[config.mk]
export PLATFORM = sky130hd
export DESIGN_NAME = keypad_emulator
export DESIGN_NICKNAME = d
export VERILOG_FILES = /design/src/rtl/keypad_emulator.sv
export SDC_FILE = /design/constraint.sdc
export NUM_CORES = 1
export LEC_CHECK = 0
export BUFFER_PORTS_ARGS = -buffer_cell sky130_fd_sc_hd__buf_4
export CAP_MARGIN = 20
export CORE_ASPECT_RATIO = 2
export CORE_MARGIN = 3
export CORE_UTILIZATION = 30
export CTS_BUF_LIST = sky130_fd_sc_hd__clkbuf_2
export CTS_CLUSTER_DIAMETER = 120
export DETAILED_ROUTE_END_ITERATION = 7
export PLACE_DENSITY_LB_ADDON = 0.15
export SKIP_LAST_GASP = 1
export SLEW_MARGIN = 20
export SYNTH_ARGS = -nofsm -noshare
export SYNTH_HDL_FRONTEND = slang
export SYNTH_SLANG_ARGS = --single-unit
export TNS_END_PERCENT = 100
[constraint.sdc]
create_clock -name clk -period 2.8 [get_ports clk]
set_clock_uncertainty 0.15 [all_clocks]
set_input_delay 0.56 -clock clk [delete_from_list [all_inputs] [get_ports clk]]
set_output_delay 0.56 -clock clk [all_outputs]
set_load 0.02 [all_outputs]
[src/rtl/keypad_emulator.sv]
`default_nettype none
// ============================================================================
//  Module   : keypad_emulator
//  Purpose  : Emulates one key of a 4x4 active-low matrix keypad, including
//             contact bounce, steady hold, release bounce and a quiet gap.
//  Revision : 1.0  initial release
// ============================================================================
module keypad_emulator #(
    parameter int HOLD_W     = 16,
    parameter int BOUNCE_CYC = 8,
    parameter int GAP_CYC    = 32
) (
    input  logic              clk,
    input  logic              rst_n,
    input  logic              req_valid,
    output logic              req_ready,
    input  logic [3:0]        req_key,
    input  logic [HOLD_W-1:0] req_hold,
    input  logic              abort,
    input  logic [3:0]        row,
    output logic [3:0]        col,
    output logic              pressed,
    output logic              busy,
    output logic              done
);

    localparam int B_W   = (BOUNCE_CYC > 0) ? $clog2(BOUNCE_CYC + 1) : 1;
    localparam int G_W   = $clog2(GAP_CYC + 1);
    localparam int BG_W  = (B_W > G_W) ? B_W : G_W;
    localparam int CNT_W = (HOLD_W > BG_W) ? HOLD_W : BG_W;

    localparam logic [2:0] S_IDLE       = 3'd0;
    localparam logic [2:0] S_BOUNCE_IN  = 3'd1;
    localparam logic [2:0] S_HOLD       = 3'd2;
    localparam logic [2:0] S_BOUNCE_OUT = 3'd3;
    localparam logic [2:0] S_GAP        = 3'd4;

    localparam bit               C_HAS_BOUNCE  = (BOUNCE_CYC > 0);
    localparam logic [CNT_W-1:0] C_BOUNCE_LOAD = CNT_W'((BOUNCE_CYC > 0) ? BOUNCE_CYC - 1 : 0);
    localparam logic [CNT_W-1:0] C_GAP_LOAD    = CNT_W'(GAP_CYC - 1);
    localparam logic [CNT_W-1:0] C_ONE         = CNT_W'(1);

    logic [2:0]        r_state;
    logic [CNT_W-1:0]  r_cnt;
    logic [3:0]        r_key;
    logic [HOLD_W-1:0] r_hold;
    logic              r_contact;
    logic              r_done;

    logic              w_accept;
    logic              w_cnt_zero;
    logic [CNT_W-1:0]  w_req_hold_load;
    logic [CNT_W-1:0]  w_hold_load;
    logic [CNT_W-1:0]  w_cnt_dec;

    // Ready stays low during the done cycle so a new press never overlaps it.
    assign req_ready       = (r_state == S_IDLE) && !r_done;
    assign w_accept        = req_valid && req_ready;
    assign w_cnt_zero      = (r_cnt == '0);
    assign w_cnt_dec       = r_cnt - C_ONE;
    assign w_req_hold_load = CNT_W'(req_hold) - C_ONE;
    assign w_hold_load     = CNT_W'(r_hold) - C_ONE;

    always_ff @(posedge clk) begin
        if (!rst_n) begin
            r_state   <= S_IDLE;
            r_cnt     <= '0;
            r_key     <= '0;
            r_hold    <= '0;
            r_contact <= 1'b0;
            r_done    <= 1'b0;
        end else begin
            r_done <= 1'b0;
            case (r_state)
                S_IDLE: begin
                    r_contact <= 1'b0;
                    if (w_accept) begin
                        r_key  <= req_key;
                        r_hold <= req_hold;
                        if (req_hold == '0) begin
                            r_state <= S_GAP;
                            r_cnt   <= C_GAP_LOAD;
                        end else if (C_HAS_BOUNCE) begin
                            r_state   <= S_BOUNCE_IN;
                            r_cnt     <= C_BOUNCE_LOAD;
                            r_contact <= 1'b1;
                        end else begin
                            r_state   <= S_HOLD;
                            r_cnt     <= w_req_hold_load;
                            r_contact <= 1'b1;
                        end
                    end
                end
                S_BOUNCE_IN: begin
                    if (abort) begin
                        r_state   <= S_GAP;
                        r_cnt     <= C_GAP_LOAD;
                        r_contact <= 1'b0;
                    end else if (w_cnt_zero) begin
                        r_state   <= S_HOLD;
                        r_cnt     <= w_hold_load;
                        r_contact <= 1'b1;
                    end else begin
                        r_cnt     <= w_cnt_dec;
                        r_contact <= ~r_contact;
                    end
                end
                S_HOLD: begin
                    if (abort || (w_cnt_zero && !C_HAS_BOUNCE)) begin
                        r_state   <= S_GAP;
                        r_cnt     <= C_GAP_LOAD;
                        r_contact <= 1'b0;
                    end else if (w_cnt_zero) begin
                        r_state   <= S_BOUNCE_OUT;
                        r_cnt     <= C_BOUNCE_LOAD;
                        r_contact <= 1'b0;
                    end else begin
                        r_cnt     <= w_cnt_dec;
                        r_contact <= 1'b1;
                    end
                end
                S_BOUNCE_OUT: begin
                    if (abort || w_cnt_zero) begin
                        r_state   <= S_GAP;
                        r_cnt     <= C_GAP_LOAD;
                        r_contact <= 1'b0;
                    end else begin
                        r_cnt     <= w_cnt_dec;
                        r_contact <= ~r_contact;
                    end
                end
                S_GAP: begin
                    r_contact <= 1'b0;
                    if (w_cnt_zero) begin
                        r_state <= S_IDLE;
                        r_done  <= 1'b1;
                    end else begin
                        r_cnt <= w_cnt_dec;
                    end
                end
                default: begin
                    r_state   <= S_IDLE;
                    r_cnt     <= '0;
                    r_contact <= 1'b0;
                end
            endcase
        end
    end

    // Behaves like a passive switch: the column follows the row strobe instantly.
    assign col     = (r_contact && !row[r_key[3:2]]) ? ~(4'b0001 << r_key[1:0]) : 4'b1111;
    assign pressed = r_contact;
    assign busy    = (r_state != S_IDLE);
    assign done    = r_done;

endmodule
`default_nettype wire

* Word-level counts from Yosys, hierarchy flattened *
Cells that the tools add are included.

operators by class
  multiplexer cells = 30
  multiply operators = 0
  bitwise operators = 2
  $lt $le $gt $ge = 1
  eq/ne operators = 10
  reductions and logical operators = 14
  divide/modulo/power cells = 0
  add/sub/neg operators = 2
  shift-type cells = 1

operator list
  kind                     count
  $mux W16                 7
  $pmux W16 S5             1
  $logic_not A16 Y1        2
  $sub A16 B1 Y16 const B  2
  $mux W3                  8
  $pmux W3 S5              1
  $mux W1                  9
  $ne A2 B2 Y1 const B     4
  $eq A3 B2 Y1 const B     2
  $ne A3 B3 Y1 const B     2
  $reduce_and A2 Y1        3
  $mux W5                  1
  $reduce_and A5 Y1        1
  $mux W4                  1
  $not A4 Y4               1
  $pmux W1 S4              1
  $shl A1 B2 Y4 const A    1
  $eq A3 B1 Y1 const B     1
  $eq A3 B3 Y1 const B     1
  $logic_and A1 B1 Y1      3
  $logic_not A3 Y1         1
  $lt A2 B3 Y1 const B     1
  $reduce_bool A3 Y1       1
  $bmux W1 S2              1
  3 further kinds          4

storage, ports and cells
  memory bits (read-only) = 0
  memories kept = 0
  word-level logic and storage cells = 66
  input bits = 28
  output and inout port bits = 8
  latch bits = 0
  bits in registers = 41
  bits in writable memories = 0

* Depth between registers and ports, before layout *
Gate-level depths: netlist of run 1.

  depth after elaboration = 5
  mapped depth = 9
  gate-level depth less buffers = 8

* Least setup slack after synthesis of run 1 *
Ideal clock, no wire load.

  path kind = register to register
  start = reg r_cnt[0]
  end = reg r_cnt[4]
  path buffers = 1
  stages on the path, launching flop included = 10
  library setup time = 0.120 ns
  arrival = 2.341 ns
  path slack = 0.189 ns
  path through = dfxtp_1 -> inv_1 -> ha_1 -> or4b_1 -> or4_4 -> buf_6 -> a21oi_2 -> o22ai_1 -> a22o_1 -> a211o_1

between the ends
  word-level cells in the longest chain between the ends = 4

RTL lines
  what                                                  line          source
  start, declared                                       44            logic [CNT_W-1:0] r_cnt;
  start signal, assigned                                89            r_cnt <= w_req_hold_load;
  start signal, assigned                                101           r_cnt <= w_hold_load;
  start signal, assigned                                104           r_cnt <= w_cnt_dec;
  $sub A16 B1 Y16 or $logic_not A16 Y1 (tied branches)  60, 59
  $mux W16 (tied with other cells)                      113           end else if (w_cnt_zero) begin
  $mux W16 (on tied branches)                           109, 123, 95
  $pmux W16 S5                                          74            case (r_state)

Several ways; a longest one is shown, not always the timed one. The select of a mux whose other input is x is not followed.
A chain may end at the register's enable or synchronous reset.

* Final worst setup path of run 1 *
Ends and elaborated chain as after synthesis.

==> impl_results.md, run 1 <==
* Hold Fails Final Rpt at 0
* I/O Pins at 36
* Setup CP Type: register to register
* Detailed placement HPWL at 6450 µm
* CTS clk-pin slew, worst paths at 0.22 ns
* Yosys warnings at 0
* Placed instance area at 3110 µm²
* Main synth FF type: dfxtp_1
* DR WL/cell at 16.4 µm
* Placement Rows at 47
* Die span in x at 72.3 µm
* Worst-path maximum fanout at 8
* Die height at 139 µm
* DRC viols at 0
* Leak pwr at 1.26 nW
* H-tree depth at 2
* Layout cells sized above 1 at 20.1%
* Max Freq at 368 MHz
* Fillers at 944
* Worst hold slack at 0.200 ns
* GRT overflow at 0
* Slew @ Worst Pin at 0.568 ns
* Max Buffers Root-to-Sink at 2
* Area growth syn-to-layout at 21.1%
* Global-route wire length before repair at 13600 µm
* Clock Tree Root: clkbuf_2
* Setup slack after layout at 0.0817 ns
* Post-synth EDFFs at 0
* Tcrit/Tclk final at 97.1%
* Final core occ at 38.0%
* Core area at 8410 µm²
* Routed Antenna Nets at 0
* Vias per inst at 5.43
* Total die area at 10000 µm²
* Asr flop ratio synth at 0%
* Crit path launch type: register
* Slowest stage delay, CP at 0.61 ns
* TritonRoute pass-1 iters at 4
* Most common cell in the netlist: nand2_1
* Setup violators final at 0
* Synth Net Count at 386
* Cell taking the most area after synthesis: dfxtp_1
* Num CTS Buffers at 5
* CP max-delay cell: or4_4
* Final Max Slew Viols at 0
* Worst endpoint required time at 3.02 ns
* Largest net degree at the start of global routing at 31
* Max Cap Violations at 0
* Worst Path Arrival at 2.94 ns
* Post-layout min period at 2.72 ns
* Mapped Area at 2640 µm²
* Netlist cell types at 51
* Setup_tns at 0 ns
* Vias at 2726
* Total wire length at 8230 µm
* Buffers on Ports at 35
* Post-synth top area share at 31.1%
* Critical Path End Type: register
* Nets at 433
* Vias in the first global route at 2702
* Initial Util at 31.4%
* RSZ-0062 raised after global routing: false
* Synth Instances at 355
* Max VDD drop at 0.000447 V
* Worst skew pair latency at 0.44 ns
* Hold Crit Class: input port to register
* GPL Wtd Cong at 0.888
* Reg2Reg Setup Slack at 0.08 ns
* # clock sinks at 41
* CTS tree: built
* Pre-CTS setup slack at 0.111 ns
* #FFs+latches synth at 41
* Status: completed
* Pwr Density at 1010 nW/µm²
* CP Cell Sequence: inv_1 -> ha_1 -> or4b_4 -> or4_4 -> buf_12 -> a21oi_2 -> o22ai_1 -> a22o_1 -> a211o_1
* Headroom to the max-slew limit at 61.8%
* DRT iter0 DRCs at 118
* All-layer global routing usage at 17.1%
* Final instance area at 3200 µm²
* Initial antenna violation count at 1
* Main area contributors after synthesis: dfxtp_1 (31%), nand2_1 (8.0%), a21boi_0 (6.3%)
* Seq/Total Area, Yosys at 31.1%
* Synth cell count leaders: nand2_1 (56), dfxtp_1 (41), nor2_1 (29), a21boi_0 (22), a21oi_1 (20)
* Post-synthesis average cell area at 7.43 µm²
* Hold buffer count at cts at 0
flip-flops by register name, indices dropped and copies added, names as in the netlist:
name     count
done         1
pressed      1
r_state      3
r_hold      16
r_key        4
r_cnt       16
layout make-up:
| cell class | count | area (µm²) | share of cell area, % |
|---|---|---|---|
| Multi-Input combinational cell | 286 | 1710 | 53.6 |
| Sequential cell | 41 | 823 | 25.8 |
| Timing Repair Buffer | 60 | 463 | 14.5 |
| Tap cell | 98 | 123 | 3.84 |
| Clock buffer | 6 | 30.0 | 0.940 |
| Inverter | 8 | 30.0 | 0.940 |
| Clock inverter | 2 | 10.0 | 0.313 |
| Antenna cell | 1 | 2.50 | 0.0783 |
per-stage QoR:
step                      std cells  total power (W)
after floorplan                 355          0.00220
after global placement          491          0.00288
after detailed placement        491          0.00288
after CTS                       499          0.00317
after global routing            502          0.00351
final                           502          0.00324
report_power, final:
part           switching, W  internal [W]
registers          0.000151      0.000716
clock network      0.000210     0.0000626
logic               0.00121      0.000891
total               0.00157       0.00167
critical path: cells and delay by family (launching register included):
family	cells	cell delay [ns]
buffers and inverters	2	0.23
AO/OA/AOI/OAI	4	0.63
flip-flops	1	0.39
AND/OR/NAND/NOR	2	1.10
adder cells (fa/ha/maj)	1	0.15
cells by family (layout without fill, tap and decap cells):
kind of cell | Yosys count | after routing | synth area share [%]
multiplexers | 2 | 2 | 1.23
buffers and inverters | 28 | 76 | 4.31
flip-flops | 41 | 41 | 31.1
adder cells (fa/ha/maj) | 3 | 3 | 1.42
XOR/XNOR | 18 | 18 | 5.97
AND/OR/NAND/NOR | 165 | 165 | 31.6
other | 0 | 1 | 0
AO/OA/AOI/OAI | 98 | 98 | 24.4
cell usage in the layout (no fill, tap or decap), drive strengths merged, types with 3 or more instances in the layout:
master	Yosys	layout
xnor2	8	8
nand2	56	56
ha	3	3
nor4	15	15
buf	2	60
nor3b	4	4
xor2	10	10
o21ai	26	26
o22ai	5	5
or3	6	6
nand3	11	11
clkbuf	18	6
a21boi	23	23
or4	7	7
nand4	3	3
nor2b	4	4
a22oi	3	3
nor3	16	16
nand2b	8	8
dfxtp	41	41
nor2	29	29
a21oi	21	21
inv	8	8
worst paths after layout:
path | startpoint | to | cells after the start
max | r_cnt[0] | r_cnt[4] | 9
min | req_hold[5] | r_hold[5] | 3
max reg2reg | r_cnt[0] | r_cnt[4] | 9
min reg2reg | r_hold[5] | r_hold[5] | 2
what timing repair did:
action / in CTS / in global routing
setup endpoints to repair: 0 / 12
buffers inserted: 0 / 2
gates resized for setup: 0 / 5
metal layers:
metal / vias up / track usage [%] / routed length (µm)
li1: 1370 / - / -
met1: 1264 / 18.3 / 3090
met2: 66 / 30.5 / 4440
met3: 26 / 2.03 / 257
met4: 0 / 10.7 / 445
met5: - / 0 / 0
No activity file was read; power rests on OpenSTA's default activity.
==> run 2: changes to the inputs <==
CORE_UTILIZATION = 54   (was 30)
==> run 2 against run 1 <==
Net effect: sequential share of layout area is 0.80 points higher; via count up 1.1%; clock-buffer cell count down 1; core utilization grew 29 points.
==> impl_results.md, run 2 (synthesis results as in run 1) <==
* Worst endpoint required time at 2.98 ns (-0.04 ns)
* Buffers on Ports at 35 (unchanged)
* CTS tree: built
* Worst-path maximum fanout at 6 (-2)
* CTS clk-pin slew, worst paths at 0.21 ns (about the same)
* Setup_tns at 0 ns (unchanged)
* Max VDD drop at 0.000686 V (+54%)
* Status: completed
* Leading cell types in the layout, fill and taps excluded: nand2_1 (56), buf_4 (55), dfxtp_1 (40), nor2_1 (29), a21boi_0 (22)
* Critical Path End Type: register
* Total die area at 5810 µm² (-42%)
* Vias per inst at 6.07 (+12%)
* GPL Wtd Cong at 0.955 (+7.6%)
* TritonRoute pass-1 iters at 5 (+1)
* Hold Fails Final Rpt at 0 (unchanged)
* DR WL/cell at 15.7 µm (-4.1%)
* Slew @ Worst Pin at 0.672 ns (+0.104 ns)
* Clock Tree Root: clkbuf_2
* Vias at 2756 (+1.1%)
* Final core occ at 66.7% (+29 points)
* Die span in x at 55.4 µm (-23%)
* All-layer global routing usage at 24.6% (+7.5 points)
* Nets at 429 (-0.92%)
* I/O Pins at 36 (unchanged)
* Global-route wire length before repair at 11700 µm (-14%)
* Worst skew pair latency at 0.42 ns (-0.02 ns)
* DRC viols at 0 (unchanged)
* Leak pwr at 1.23 nW (-2.4%)
* Routed Antenna Nets at 0 (unchanged)
* Die height at 105 µm (-24%)
* Max Freq at 373 MHz (+1.5%)
* Top flop regs: r_cnt (16), r_hold (16), r_key (4)
* Area growth syn-to-layout at 17.3%
* Total wire length at 7140 µm (-13%)
* Placed instance area at 3010 µm² (-3.2%)
* Num CTS Buffers at 5 (unchanged)
* Layout cells sized above 1 at 18.0% (-2.1 points)
* Final Max Slew Viols at 0 (unchanged)
* Setup CP Type: register to register
* Hold Crit Class: input port to register
* Vias in the first global route at 2634 (-2.5%)
* GRT overflow at 0 (unchanged)
* Pwr Density at 1010 nW/µm² (about the same)
* Crit path launch type: register
* Largest net degree at the start of global routing at 31 (unchanged)
* Initial antenna violation count at 0 (-1)
* Setup violators final at 0 (unchanged)
* Detailed placement HPWL at 5470 µm (-15%)
* H-tree depth at 2 (unchanged)
* Headroom to the max-slew limit at 55.2% (-6.6 points)
* Tcrit/Tclk final at 95.7% (-1.4 points)
* DRT iter0 DRCs at 108 (-8.5%)
* Placement Rows at 35 (-26%)
* Worst Path Arrival at 2.86 ns (-0.08 ns)
* Max Buffers Root-to-Sink at 2 (unchanged)
* # clock sinks at 41 (unchanged)
* Hold buffer count at cts at 0 (unchanged)
* Commonest non-fill, non-tap cell in the layout: nand2_1
* Initial Util at 56.8% (+25 points)
* Power, Total at 0.00314 W (-3.1%)
* Final instance area at 3090 µm² (-3.2%)
* Number of diodes at 0 (-1)
* Core area at 4640 µm² (-45%)
* Post-layout min period at 2.68 ns (-0.0389 ns)
* RSZ-0062 raised after global routing: false
* Max Cap Violations at 0 (unchanged)
[run 2: final timing paths]
| kind | from | endpoint | slack [ns] | depth (start not counted) |
|---|---|---|---|---|
| worst min-delay path | req_key[0] | r_key[0] | 0.23 | 3 |
| worst min register to register | r_key[3] | r_key[3] | 0.34 | 2 |
| worst max register to register | r_cnt[0] | r_cnt[4] | 0.12 | 8 |
| worst max-delay path | r_cnt[0] | r_cnt[4] | 0.12 | 8 |
[run 2: timing repair]
item | 4_1_cts | 5_1_grt
endpoints found under the setup margin | 0 | 12
resized for setup | 0 | 3
setup buffers | 0 | 3
[run 2: critical path: stages (launching register included)]
cell,delay [ns]
dfxtp_2,0.38
inv_1,0.10
ha_1,0.16
or4b_4,0.50
or4_4,0.63
a21oi_2,0.14
o22ai_1,0.09
a22o_1,0.21
a211o_1,0.22
[run 2: metal layers]
layer | track usage [%] | part of all wire, %
met5 | 0 | 0
met4 | 14.6 | 4.6
met3 | 3.83 | 4.2
met2 | 44.9 | 53
met1 | 25.6 | 38
[run 2: power by group]
part	switching (W)	total [W]	leakage, nW	internal, W
combinational	0.00116	0.00199	0.863	0.000832
clock	0.000206	0.000266	0.0284	0.0000596
sequential	0.000165	0.000879	0.336	0.000714
total	0.00153	0.00314	1.23	0.00161
[run 2: layout make-up]
type / instances / area [µm²]
sequential: 41 / 822
fill: 431 / 1550
clock buffer: 5 / 25.0
inverter: 8 / 30.0
multi-input combinational: 287 / 1720
clock inverter: 3 / 16.3
tap: 55 / 68.8
timing repair buffer: 55 / 413
[run 2: metrics by stage]
| stage | hold WS (ns) | setup WS, ns | instances |
|---|---|---|---|
| global route | 0.196 | 0.00800 | 454 |
| detailed placement | 0.324 | 0.0889 | 442 |
| CTS | 0.212 | 0.0561 | 450 |
| finish | 0.227 | 0.121 | 454 |
| floorplan | 0.299 | 0.189 | 355 |
| global placement | 0.314 | 0.151 | 442 |
==> run 3: changes to the inputs <==
CORE_MARGIN = 2   (was 3)
CORE_UTILIZATION = 50   (was 54)
==> run 3 against run 2 <==
Net effect: routed wire length fell by 0.63%; sequential share of layout area is 0.13 points higher; cell area decreased by 0.65%; first-iteration DRC count shrank 25%; global-route usage grew 0.17 points; hold slack improved by 0.0057 ns; final cell count stayed put; critical path depth unchanged; maximum frequency rose by 0.24%; clock power about the same; core utilization down 6.8 points; critical endpoint is now r_cnt[9]; largest cell class unchanged.
==> impl_results.md, run 3 (synthesis results as in run 1) <==
* H-tree depth at 2 (unchanged)
* Leak pwr at 1.21 nW (-1.2%)
* Worst skew pair latency at 0.40 ns (-0.02 ns)
* Max Cap Violations at 0 (unchanged)
* Die span in x at 55.4 µm (-0.11%)
* CTS clk-pin slew, worst paths at 0.23 ns (+0.02 ns)
* DP Cell Count at 446 (+0.90%)
* Die height at 107 µm (+1.8%)
* Largest net degree at the start of global routing at 31 (unchanged)
* Total die area at 5910 µm² (+1.7%)
* Nets at 426 (-0.70%)
* DRC viols at 0 (unchanged)
* Number of diodes at 0 (unchanged)
* Slowest stage delay, CP at 0.65 ns (+0.02 ns)
* Initial antenna violation count at 0 (unchanged)
* Pwr Density at 998 nW/µm² (-1.6%)
* CP Cell Sequence: inv_1 -> ha_1 -> or4b_1 -> or4_4 -> nor4_2 -> buf_4 -> a22oi_1 -> o21ai_1
* Initial Util at 51.4% (-5.5 points)
* Setup violators final at 0 (unchanged)
* Worst endpoint required time at 3.00 ns (+0.02 ns)
* Post-layout min period at 2.67 ns (-0.00639 ns)
* Vias per inst at 5.91 (-2.6%)
* Commonest non-fill, non-tap cell in the layout: nand2_1
* Num CTS Buffers at 5 (unchanged)
* Fin cells at 454 (unchanged)
* Final Max Slew Viols at 0 (unchanged)
* DRT iter0 DRCs at 81 (-25%)
* I/O Pins at 36 (unchanged)
* Setup CP Type: register to register
* CP max-delay cell: or4_4
* Area growth syn-to-layout at 16.5%
* Critical Path End Type: register
* Headroom to the max-slew limit at 59.5% (+4.3 points)
* RSZ-0062 raised after global routing: true
* # clock sinks at 41 (unchanged)
* Status: completed
* Top flop regs: r_cnt (16), r_hold (16), r_key (4)
* Crit path launch type: register
* Core area at 5140 µm² (+11%)
* Worst Path Arrival at 2.87 ns (about the same)
* Placement Rows at 37 (+5.7%)
* GPL Wtd Cong at 0.898 (-5.9%)
* Hold Crit Class: input port to register
* All-layer global routing usage at 24.8% (+0.17 points)
* GRT overflow at 0 (unchanged)
* Layout cells sized above 1 at 17.7% (-0.37 points)
* Vias at 2685 (-2.6%)
* Crit path max-delay family: simple AND/OR/NAND/NOR gates
* Worst-path maximum fanout at 11 (+5)
* CP bufs+invs at 2 (+1)
* Reg2Reg Setup Slack at 0.13 ns (about the same)
* Global-route wire length before repair at 11800 µm (+1.2%)
* Fillers at 505 (+17%)
* Clock Tree Root: clkbuf_2
* Leading cell types in the layout, fill and taps excluded: nand2_1 (56), buf_4 (52), dfxtp_1 (41), nor2_1 (29), a21boi_0 (22)
* Max VDD drop at 0.000676 V (-1.4%)
* Tcrit/Tclk final at 95.5% (-0.23 points)
* Post-CTS Setup Bufs at 0 (unchanged)
* Reg area at 821 µm² (-0.15%)
* Max Freq at 374 MHz (+0.24%)
* Slew @ Worst Pin at 0.607 ns (-0.0645 ns)
* Multi-input combinational cell area at 1710 µm² (-0.73%)
* Max Buffers Root-to-Sink at 2 (unchanged)
* Total wire length at 7100 µm (-0.63%)
* DR WL/cell at 15.6 µm (-0.63%)
* TritonRoute pass-1 iters at 4 (-1)
* Vias in the first global route at 2570 (-2.4%)
* Buffers on Ports at 35 (unchanged)
* Setup_tns at 0 ns (unchanged)
* Routed Antenna Nets at 0 (unchanged)
* CTS tree: built
* Detailed placement HPWL at 5460 µm (-0.24%)
* Hold Fails Final Rpt at 0 (unchanged)
[run 3: path summary, 6_finish.rpt]
check | cells after the start | to | startpoint
max | 8 | r_cnt[9] | r_cnt[0]
min | 3 | r_hold[3] | req_hold[3]
max reg2reg | 8 | r_cnt[9] | r_cnt[0]
min reg2reg | 2 | r_key[3] | r_key[3]
[run 3: report_power, final]
group,switching [W],internal [W]
logic,0.00113,0.000792
clock network,0.000209,0.0000583
registers,0.000166,0.000712
total,0.00150,0.00156
[run 3: timing repair]
action / in CTS / in global routing
hold buffers: 0 / 0
resized for setup: 0 / 2
setup endpoints to repair: 0 / 4
[run 3: per-layer routing]
metal  wire (µm)  part of all wire, %  global-route usage (%)
met1        2830                   40                    27.9
met2        3820                   54                    44.5
met3         217                  3.1                    2.41
met4         225                  3.2                    14.1
met5           0                    0                       0
[run 3: area by class of cell]
cell class	instances	share of cell area, %
multi-input combinational	286	55.5
sequential	41	26.7
timing repair buffer	53	13.1
tap	58	2.36
inverter	8	0.977
clock buffer	5	0.814
clock inverter	3	0.570
[run 3: metrics by stage]
stage | util (%) | hold slack [ns] | power (W) | setup slack [ns] | area (µm²)
after floorplan | - | 0.299 | 0.00220 | 0.189 | 2640
after global placement | 58.9 | 0.312 | 0.00275 | 0.229 | 3030
after detailed placement | 58.9 | 0.322 | 0.00277 | 0.189 | 3030
after CTS | 59.7 | 0.221 | 0.00304 | 0.143 | 3070
after global routing | 59.8 | 0.204 | 0.00332 | -0.00598 | 3070
final | 59.8 | 0.233 | 0.00307 | 0.127 | 3070
[run 3: worst reg2reg max path: cells and delay by family (launching register included)]
kind | cells | cell delay, ns
simple gates | 3 | 1.36
flops | 1 | 0.39
fa+ha+maj | 1 | 0.15
buf+inv | 2 | 0.35
compound gates | 2 | 0.23
